===== src/rtl/if_fetch_stage_if.sv =====
// Fetch-stage bus: ID-stage control in, instruction ROM port, IF/ID register out.
// master = the fetch stage, slave = the surrounding pipeline / ROM.
interface if_fetch_stage_if;
  logic        stall;
  logic        branch_taken;
  logic [31:0] branch_target;
  logic        jump;
  logic [25:0] jump_index;
  logic        jr;
  logic [31:0] jr_target;
  logic [31:0] imem_addr;
  logic [31:0] imem_instr;
  logic [31:0] id_instr;
  logic [31:0] id_pc_plus4;
  logic        id_valid;
  logic        halted;

  modport master (
    input  stall, branch_taken, branch_target, jump, jump_index, jr, jr_target,
    input  imem_instr,
    output imem_addr, id_instr, id_pc_plus4, id_valid, halted
  );

  modport slave (
    output stall, branch_taken, branch_target, jump, jump_index, jr, jr_target,
    output imem_instr,
    input  imem_addr, id_instr, id_pc_plus4, id_valid, halted
  );
endinterface


===== src/rtl/if_fetch_stage.sv =====
// Instruction-fetch stage: owns the PC, drives the ROM address and captures the
// returned word into the IF/ID register. Handles ID stall and redirects
// (branch > j > jr) with flush.
// Optional macro FETCH_HALT_DETECT_EN: detect a jump-to-self in IF/ID and park
// the stage in HALT until reset.
module if_fetch_stage #(
  parameter logic [31:0] RESET_PC = 32'h0000_0000
) (
  input  logic             clk,
  input  logic             reset,
  if_fetch_stage_if.master bus
);

`ifdef FETCH_HALT_DETECT_EN
  typedef enum logic {RUN, HALT} state_t;
`else
  typedef enum logic {RUN} state_t;
`endif

  state_t      state_q, state_d;
  logic [31:0] pc_q, pc_d;
  logic [31:0] instr_q, instr_d;
  logic [31:0] pp4_q, pp4_d;
  logic        valid_q, valid_d;
  logic [31:0] pc_plus4;
  logic [31:0] redirect_target;
  logic        redirect;
`ifdef FETCH_HALT_DETECT_EN
  logic        halted_q, halted_d;
  logic [31:0] self_target;
  logic        halt_hit;
`endif

  // Next-state and next-PC selection for the fetch FSM.
  always_comb begin
    // NOTE: every variable gets a default first so no path leaves one unassigned (no latches).
    state_d  = state_q;
    pc_d     = pc_q;
    instr_d  = instr_q;
    pp4_d    = pp4_q;
    valid_d  = valid_q;
    pc_plus4 = pc_q + 32'd4;
    redirect = bus.branch_taken | bus.jump | bus.jr;

    if (bus.branch_taken)
      redirect_target = bus.branch_target & ~32'h3;
    else if (bus.jump)
      redirect_target = {pp4_q[31:28], bus.jump_index, 2'b00};
    else
      redirect_target = bus.jr_target & ~32'h3;

`ifdef FETCH_HALT_DETECT_EN
    halted_d    = halted_q;
    self_target = {pp4_q[31:28], instr_q[25:0], 2'b00};
    halt_hit    = valid_q && !bus.stall && (instr_q[31:26] == 6'h02)
                  && (self_target == pp4_q - 32'd4);
`endif

    case (state_q)
      RUN: begin
`ifdef FETCH_HALT_DETECT_EN
        if (halt_hit) begin
          // Jump-to-self in ID: park at the target with the pipe flushed.
          state_d  = HALT;
          halted_d = 1'b1;
          pc_d     = self_target;
          instr_d  = 32'h0;
          pp4_d    = 32'h0;
          valid_d  = 1'b0;
        end else
`endif
        if (redirect) begin
          // Redirect wins over stall; the wrong-path fetch is squashed.
          pc_d    = redirect_target;
          instr_d = 32'h0;
          pp4_d   = 32'h0;
          valid_d = 1'b0;
        end else if (!bus.stall) begin
          pc_d    = pc_plus4;
          instr_d = bus.imem_instr;
          pp4_d   = pc_plus4;
          valid_d = 1'b1;
        end
      end
`ifdef FETCH_HALT_DETECT_EN
      HALT: begin
        // Frozen: all inputs other than reset are ignored.
        instr_d = 32'h0;
        valid_d = 1'b0;
      end
`endif
      default: ;
    endcase
  end

  // State, PC and IF/ID registers with synchronous active-low reset.
  always_ff @(posedge clk) begin
    // NOTE: non-blocking assignments so every register samples pre-edge values.
    if (!reset) begin
      state_q <= RUN;
      pc_q    <= RESET_PC;
      instr_q <= 32'h0;
      pp4_q   <= 32'h0;
      valid_q <= 1'b0;
`ifdef FETCH_HALT_DETECT_EN
      halted_q <= 1'b0;
`endif
    end else begin
      state_q <= state_d;
      pc_q    <= pc_d;
      instr_q <= instr_d;
      pp4_q   <= pp4_d;
      valid_q <= valid_d;
`ifdef FETCH_HALT_DETECT_EN
      halted_q <= halted_d;
`endif
    end
  end

  assign bus.imem_addr   = pc_q;
  assign bus.id_instr    = instr_q;
  assign bus.id_pc_plus4 = pp4_q;
  assign bus.id_valid    = valid_q;
`ifdef FETCH_HALT_DETECT_EN
  assign bus.halted      = halted_q;
`else
  assign bus.halted      = 1'b0;
`endif

endmodule


===== src/flat_wrapper.sv =====
// flat-port wrapper written by rule: the top's interface ports become plain ports
module if_fetch_stage_flat 
#(
  parameter logic [31:0] RESET_PC = 32'h0000_0000
)
  (clk, reset, bus_stall, bus_branch_taken, bus_branch_target, bus_jump, bus_jump_index, bus_jr, bus_jr_target, bus_imem_instr, bus_imem_addr, bus_id_instr, bus_id_pc_plus4, bus_id_valid, bus_halted);
  if_fetch_stage_if bus_i ();
  input  logic clk;
  input  logic reset;
  input wire logic [$bits(bus_i.stall)-1:0] bus_stall;
  input wire logic [$bits(bus_i.branch_taken)-1:0] bus_branch_taken;
  input wire logic [$bits(bus_i.branch_target)-1:0] bus_branch_target;
  input wire logic [$bits(bus_i.jump)-1:0] bus_jump;
  input wire logic [$bits(bus_i.jump_index)-1:0] bus_jump_index;
  input wire logic [$bits(bus_i.jr)-1:0] bus_jr;
  input wire logic [$bits(bus_i.jr_target)-1:0] bus_jr_target;
  input wire logic [$bits(bus_i.imem_instr)-1:0] bus_imem_instr;
  output wire logic [$bits(bus_i.imem_addr)-1:0] bus_imem_addr;
  output wire logic [$bits(bus_i.id_instr)-1:0] bus_id_instr;
  output wire logic [$bits(bus_i.id_pc_plus4)-1:0] bus_id_pc_plus4;
  output wire logic [$bits(bus_i.id_valid)-1:0] bus_id_valid;
  output wire logic [$bits(bus_i.halted)-1:0] bus_halted;
  assign bus_i.stall = bus_stall;
  assign bus_i.branch_taken = bus_branch_taken;
  assign bus_i.branch_target = bus_branch_target;
  assign bus_i.jump = bus_jump;
  assign bus_i.jump_index = bus_jump_index;
  assign bus_i.jr = bus_jr;
  assign bus_i.jr_target = bus_jr_target;
  assign bus_i.imem_instr = bus_imem_instr;
  assign bus_imem_addr = bus_i.imem_addr;
  assign bus_id_instr = bus_i.id_instr;
  assign bus_id_pc_plus4 = bus_i.id_pc_plus4;
  assign bus_id_valid = bus_i.id_valid;
  assign bus_halted = bus_i.halted;
  if_fetch_stage #(.RESET_PC(RESET_PC)) u_core (.clk(clk), .reset(reset), .bus(bus_i));
endmodule

===== config.mk =====
export PLATFORM = sky130hd
export DESIGN_NAME = if_fetch_stage_flat
export DESIGN_NICKNAME = d
export VERILOG_FILES = /design/src/rtl/if_fetch_stage_if.sv /design/src/rtl/if_fetch_stage.sv /design/src/flat_wrapper.sv
export SDC_FILE = /design/constraint.sdc
export NUM_CORES = 1
export LEC_CHECK = 0
export ABC_AREA = 1
export BUFFER_PORTS_ARGS = -buffer_cell sky130_fd_sc_hd__buf_4
export CAP_MARGIN = 20
export CELL_PAD_IN_SITES_DETAIL_PLACEMENT = 1
export CELL_PAD_IN_SITES_GLOBAL_PLACEMENT = 1
export CORE_ASPECT_RATIO = 1.25
export CORE_UTILIZATION = 28
export CTS_CLUSTER_DIAMETER = 30
export DETAILED_ROUTE_END_ITERATION = 6
export GPL_ROUTABILITY_DRIVEN = 0
export PLACE_DENSITY_LB_ADDON = 0.05
export REMOVE_ABC_BUFFERS = 1
export SYNTH_ARGS = -nofsm -noshare
export SYNTH_HDL_FRONTEND = slang
export SYNTH_SLANG_ARGS = --single-unit

===== constraint.sdc =====
create_clock -name clk -period 1.75 [get_ports clk]
set_clock_uncertainty 0.2 [all_clocks]
set_input_delay 0.525 -clock clk [delete_from_list [all_inputs] [get_ports clk]]
set_output_delay 0.525 -clock clk [all_outputs]
set_load 0.005 [all_outputs]

Word-level counts from Yosys, hierarchy flattened

Cells that the tools add are included.
W data, S select, Z words.

Mux-type cells: 9
$mul: 0
Add/subtract/negate cells: 1
Divide/modulo/power cells: 0
Bitwise operators: 2
Magnitude comparators: 0
Shift-type cells: 0
Equal/unequal tests: 1
Reduce and logical (&&, ||, !) cells: 0

Operators with widths:

| cell                    | number |
|---|---|
| $mux W32                | 7 |
| $add A32 B3 Y32 const B | 1 |
| $mux W1                 | 2 |
| $ne A2 B1 Y1 const B    | 1 |
| $or A1 B1 Y1            | 2 |

Flip-flop bits (word level): 97
ROM bits: 0
Latch bits: 0
Memory bits (writable): 0
Memories: 0
Input bits: 128

Logic depth before layout (Yosys ltp)

Gate-level depths: netlist (run 1).

Word-level depth: 3
Depth in mapped cells: 11

Worst setup path before layout (run 1)

No wires, ideal clock.

Path type: input port to flip-flop
Start point: in bus_branch_taken
End point: reg u_core.pc_q[18], in the netlist u_core.bus.imem_addr[18]
Arrival: 1.351 ns
Stages: 6
Setup slack: 0.067 ns
Required time: 1.418 ns
Library setup time: 0.132 ns
Cell sequence: inv_1 -> buf_2 -> clkbuf_1 -> a31oi_1 -> a21oi_1 -> a21oi_1

Longest elaborated chain between the ends: 3
Elaborated cells on any way between the ends: 5
Classes of those cells: eq/ne: 1; mux: 2; bitwise: 2

Ends and longest elaborated chain:

| element                                                          | RTL line              | source |
|---|---|---|
| start: declaration                                               | flat_wrapper.sv:11    | `input wire logic [$bits(bus_i.branch_taken)-1:0] bus_branch_taken;` |
| $or A1 B1 Y1 (2 in a row)                                        | if_fetch_stage.sv:43  | `redirect = bus.branch_taken \| bus.jump \| bus.jr;` |
| $ne A2 B1 Y1 (no source line) / $mux W32 (equally long branches) | -                     |  |
| end signal: assignment                                           | if_fetch_stage.sv:110 | `pc_q <= pc_d;` |
| end: declaration                                                 | if_fetch_stage.sv:21  | `logic [31:0] pc_q, pc_d;` |

Parallel ways exist; a longest one is shown, timed or not.
A chain may end at the register's enable or synchronous reset.

Final worst setup path (run 1)

Start point: reg u_core.pc_q[3], in the netlist u_core.bus.imem_addr[3]
End point: out bus_imem_addr[3]

RTL lines:

| element          | RTL line           | source |
|---|---|---|
| end: declaration | flat_wrapper.sv:18 | `output wire logic [$bits(bus_i.imem_addr)-1:0] bus_imem_addr;` |

No word-level cell between the ends.

==> impl_metrics.toml, run 1 <==
[status]
violations = "negative setup slack"
outcome = "finished with violations"

[route]
drc = 0
drt_first_pass_iters = 4
avgRoutedWirePerCell_um = 15.8
antenna_left = 0
viasPerCell = 4.81
vias = 5739
routed_wl_um = 18900
drt_iter0_drc = 187

[critical_path]
crit_family = "flip-flops"
path_cells = "buf_6, buf_4, buf_6"
cp_max_fo = 3
rr_endpoint = "u_core.bus.id_pc_plus4[22]"
r2r-start = "u_core.bus.imem_addr[3]"
cp_slowest_cell = "dfxtp_4"
required_ns = 1.02
cpMostUsedCell = "buf_6"
cp_num_buf_inv = 3
cp-end-kind = "primary output"
reg2regPathDepth = 8
worstSetupStartpointType = "flip-flop"
slowest_delay_ns = 0.36
worstPathArrival_ns = 1.07
worst-setup-path-type = "flip-flop to primary output"
r2r_setup_slack_ns = 0.01

[final_layout]
fin_util_pct = 46.0
drive_gt1_share_pct = 38.0
area_growth_pct = 58.5
nNetsFinal = 1102
instances_no_fill = 1194
diodes = 0

[min_path]
hold_start = "bus_imem_instr[7]"
hold_path_depth = 3
hold_end = "u_core.bus.id_instr[7]"
hp-class = "input port to flip-flop"

[clocking]
cts_tree = "yes"
clkSinkCount = 93
clk_latency_ns = 0.36
cts_root_buf = "clkbuf_16"
clockBufferDepth = 2
numCtsBuffers = 9
ctsHoldBuffers = 0
clk_pin_slew_ns = 0.07
h-tree-depth = 3

[timing]
rsz0062_at_grt = "true"
holdWs_ns = 0.224
finalCritPeriodShare_pct = 102
setup_ws_ns = -0.0416
fin_crit_ns = 1.79
drv_slew = 0
setup_viol = 1
timing.fmax_ghz = 0.558
hold_viol = 0
totalNegativeSetupSlack_ns = -0.0416

[grt]
antenna_found_initial = 0
grt_overflow = 0
grt_pass1_vias = 6209
grt_max_degree = 67
grt_use_total_pct = 21.7
grt_pass1_wl_um = 30500

[synthesis]
synth_top_area_share_pct = 39.1
synthesis.area_um2 = 4760
synth-seq-cells = 93
yosys_warnings = 0
yosys-top-cells-area = "dfxtp_1 (39%), nand2_1 (18%), a21oi_1 (12%)"
syn_inst = 719
syn_avg_cell_area_um2 = 6.61
yosysUniqueCellTypes = 30
yosysTopAreaCell = "dfxtp_1"
synth-seq-area-share_pct = 39.1

[placed_design]
dp_cells = 1176
hpwl_um = 14700
dp_worst_setup_slack_ns = -0.357
port-buffer-count = 216

[floorplan]
die-area_um2 = 17500
io_pins = 226
die_h_um = 148
core-area_um2 = 16400
rows = 52
start_util_pct = 29.0
fp.dieW_um = 119

[power]
p_leak_nw = 3.33
peakVddDrop_mv = 0.331
power_density_nw_per_um2 = 680

[job]
drv_cap = 0
## report_power, final
group          switching, mW  internal [mW]  leakage, nW  total (mW)
sequential            0.0699           2.20        0.763        2.27
clock                  0.906          0.969        0.136        1.87
combinational          0.466          0.525         2.43       0.991
## worst max-delay path by stage
stage | start | to | slack (ns) | depth (start not counted)
after floorplan | bus_branch_taken | u_core.bus.imem_addr[7] | -2.13 | 7
after global placement | bus_jump | u_core.bus.imem_addr[9] | -0.22 | 8
after detailed placement | bus_jump | u_core.bus.imem_addr[9] | -0.36 | 8
after CTS | u_core.bus.imem_addr[2] | u_core.bus.id_pc_plus4[26] | -0.003 | 9
after global routing | u_core.bus.imem_addr[3] | u_core.bus.id_pc_plus4[22] | -0.08 | 9
final | u_core.bus.imem_addr[3] | bus_imem_addr[3] | -0.04 | 3
## worst register-to-register path, delay by kind of cell, from the launching register on
family,cells,cell delay [ns]
DFF,1,0.37
adders and majority gates,1,0.16
AOI/OAI and AO/OA,1,0.07
and+or+nand+nor,6,0.81
## cells in the final DEF, fill, tap and decap left out, types with 2 or more instances in the layout
cell type  instances
nor2_4            10
xnor2_1            3
o21bai_1           3
a21o_1             2
a21oi_2            3
inv_6              2
dfxtp_1           80
xor2_1             4
nand3b_1           2
buf_6              4
nor2_1            39
buf_12             9
clkbuf_16          9
o211ai_1           8
nand3_1           40
a21oi_1          113
and2_1             2
nand2_2           12
conb_1             5
o21ai_1            7
dfxtp_2           11
inv_1             26
o21ai_0           36
nand4_1            7
clkinv_2           3
inv_2              6
nand2_1          213
nor2_2            11
buf_4            274
nand2_4            3
a31oi_1           15
dfxtp_4            2
nand3_2            6
## metrics by stage
stage / instance area, um2 / total power, mW
after floorplan: 4540 / 2.63
after global placement: 7060 / 3.24
after detailed placement: 7060 / 3.27
after CTS: 7390 / 5.16
after global routing: 7540 / 5.38
final: 7540 / 5.13
## sequential cells by signal (all words and copies together), names as in the netlist
name and cells:
u_core.bus.imem_addr 30, u_core.bus.id_valid 1, u_core.bus.id_instr 32, u_core.bus.id_pc_plus4 30
## metal layers
| layer | GRT usage, % | share of wire, % | wire length, um | up-vias |
|---|---|---|---|---|
| met2 | 40.0 | 51 | 9700 | 145 |
| li1 | - | - | - | 2874 |
| met1 | 24.4 | 41 | 7800 | 2703 |
| met4 | 6.65 | 1.3 | 253 | 0 |
| met5 | 0 | 0 | 0 | - |
| met3 | 5.17 | 5.9 | 1110 | 17 |
## cell families after synthesis
kind of cell	after synthesis	share of synthesized area (%)
xor+xnor	7	1.29
fa+ha+maj	1	0.263
buf+inv	81	7.42
other cells	1	0.0789
flops	93	39.1
simple gates	348	30.9
compound gates	188	20.9
## synth_stat cells
master,instances
nand2_1,225
a21oi_1,116
dfxtp_1,93
nor2_1,51
nand3_1,46
o21ai_0,37
inv_1,28
clkbuf_1,27
a31oi_1,15
buf_4,10
buf_2,9
o211ai_1,8
nand4_1,7
nor2_4,7
o21ai_1,7
inv_2,5
xor2_1,4
nand2_2,3
o21bai_1,3
xnor2_1,3
a21o_1,2
and2_1,2
buf_1,2
nand3b_1,2
nor2_2,2
conb_1,1
ha_1,1
nor3_2,1
nor3b_1,1
or2_2,1
## cell type report
cell class	count	area, um2
inverter	33	126
timing repair buffer	287	2280
fill	2145	8860
tap	216	270
sequential	93	1880
clock buffer	9	225
multi-input combinational	549	2700
clock inverter	7	48.8
## what timing repair did
item,in CTS,in global routing
gates resized for setup,18,47
pin swaps,8,18
buffers inserted,0,2
endpoints found under the setup margin,33,51
Power figures use the tool's default switching activity.
==> inputs of run 2 (changes only) <==
--- a/config.mk
+++ b/config.mk
@@ -16,4 +16,5 @@
 export DETAILED_ROUTE_END_ITERATION = 6
 export GPL_ROUTABILITY_DRIVEN = 0
+export MAX_ROUTING_LAYER = met4
 export PLACE_DENSITY_LB_ADDON = 0.05
 export REMOVE_ABC_BUFFERS = 1
==> constraint.sdc (replaced) <==
create_clock -name clk -period 1.75 [get_ports clk]
set_clock_uncertainty 0.2 [all_clocks]
set_input_delay 0.525 -clock clk [delete_from_list [all_inputs] [get_ports clk]]
set_output_delay 0.525 -clock clk [all_outputs]
set_load 0.1 [all_outputs]
==> run 2 against run 1 <==
Net effect: the run still ends with negative setup slack left; sequential share of layout area is 2.0 points lower; die area stayed put; flip-flop and latch count is the same; final area is 11% higher; first-iteration DRC count fell by 13%; via count grew 2.8%; cell count grew 1.6%; utilization rose by 4.9 points; worst setup slack gained 0.041 ns; maximum frequency is 2.3% higher; register-to-register slack hardly changed; critical path type unchanged.
==> impl_metrics.toml, run 2 (synthesis gave the netlist of run 1 again) <==
[route]
wl_met1_um = 8090
route.met2.wl_um = 10400
routed_wl_um = 19700
drc = 0
vias = 5897
drt_iter0_drc = 162
drt_first_pass_iters = 4
viasPerCell = 4.86
avgRoutedWirePerCell_um = 16.2
antenna_left = 0
highest_layer = "met4"
wl_met3_um = 1030

[final_layout]
area_growth_pct = 75.4
nFillCells = 2054
multi_input_area_um2 = 2770
largest_reg_flops = 32
drive_gt1_share_pct = 42.3
nNetsFinal = 1121
instances_no_fill = 1213
diodes = 0
register_area_um2 = 1910
final_cell_mix = "nand2_1 (212), buf_4 (212), a21oi_1 (106)"

[floorplan]
die_h_um = 148
die-area_um2 = 17500
fp.dieW_um = 119
io_pins = 226
core-area_um2 = 16400
start_util_pct = 29.0
rows = 52

[clocking]
clk_latency_ns = 0.35
ctsHoldBuffers = 0
clockBufferDepth = 2
numCtsBuffers = 9
cts_tree = "yes"
clkSinkCount = 93
h-tree-depth = 3
cts_root_buf = "clkbuf_16"
clk_pin_slew_ns = 0.07

[job]
drv_cap = 0

[critical_path]
worstPathArrival_ns = 1.03
worst-setup-path-type = "flip-flop to primary output"
cp_max_fo = 3
cp-end-kind = "primary output"
required_ns = 1.02
worstSetupStartpointType = "flip-flop"

[timing]
timing.fmax_ghz = 0.571
drv_slew = 0
rsz0062_at_grt = "true"
finalCritPeriodShare_pct = 100
totalNegativeSetupSlack_ns = -0.000768
setup_viol = 1
hold_viol = 0
setup_ws_ns = -0.000768
fin_crit_ns = 1.75

[power]
p_leak_nw = 3.58
peakVddDrop_mv = 0.309
power_density_nw_per_um2 = 733

[placed_design]
hpwl_um = 14600
dp_cells = 1176
port-buffer-count = 216

[status]
violations = "negative setup slack"
outcome = "finished with violations"

[grt]
antenna_found_initial = 0
grt_max_degree = 67
grt_use_total_pct = 22.6
grt_pass1_vias = 6204
grt_pass1_wl_um = 30900
grt_overflow = 0

[min_path]
hp-class = "input port to flip-flop"
run 2: repair_timing:
action                                  4_1_cts  5_1_grt
pin swaps                                     7       29
buffers inserted                              6       15
endpoints found under the setup margin       75       91
resized for setup                           135      101
run 2: stage by stage:
stage               setup WS (ns)  area [um2]  hold WS, ns  power [mW]  utilization (%)
floorplan                   -2.13        4540        0.461        3.20                -
global placement           -0.223        7060        0.248        3.82             43.1
detailed placement         -0.351        7060        0.258        3.85             43.1
CTS                     -0.000295        7880        0.218        6.09             48.1
global route              -0.0918        8340        0.219        6.36             50.9
finish                  -0.000768        8340        0.231        6.12             50.9
run 2: path summary, 6_finish.rpt:
| check | startpoint | endpoint | slack, ns | cells after the start |
|---|---|---|---|---|
| setup / recovery | u_core.bus.imem_addr[9] | bus_imem_addr[9] | -0.0008 | 2 |
| hold / removal | bus_imem_instr[17] | u_core.bus.id_instr[17] | 0.23 | 3 |
| setup reg to reg | u_core.bus.imem_addr[3] | u_core.bus.imem_addr[9] | 0.01 | 10 |
| hold reg to reg | u_core.bus.id_instr[4] | u_core.bus.id_instr[4] | 0.27 | 2 |
run 2: worst max-delay path, stage by stage, from the launching register on:
cell and delay [ns]:
dfxtp_2 0.35, buf_4 0.15, buf_12 0.17
run 2: layer usage:
| layer | global-route usage, % | vias up |
|---|---|---|
| met5 | - | - |
| met4 | 4.37 | 0 |
| met3 | 5.05 | 20 |
| met2 | 40.9 | 155 |
| met1 | 25.4 | 2807 |
| li1 | - | 2915 |
run 2: where the power goes:
| part | switching (mW) | leakage [nW] | internal, mW |
|---|---|---|---|
| Combinational | 1.09 | 2.67 | 0.724 |
| Sequential | 0.0790 | 0.768 | 2.20 |
| Clock | 0.909 | 0.146 | 1.11 |
| Total | 2.08 | 3.58 | 4.04 |
run 2: area by class of cell:
class,instances,share of cell area [%]
clock buffers,9,2.70
clock inverters,7,0.885
inverters,33,1.52
multi-input cells,549,33.2
flip-flops and latches,93,22.9
well taps,216,3.24
repair buffers,306,35.5
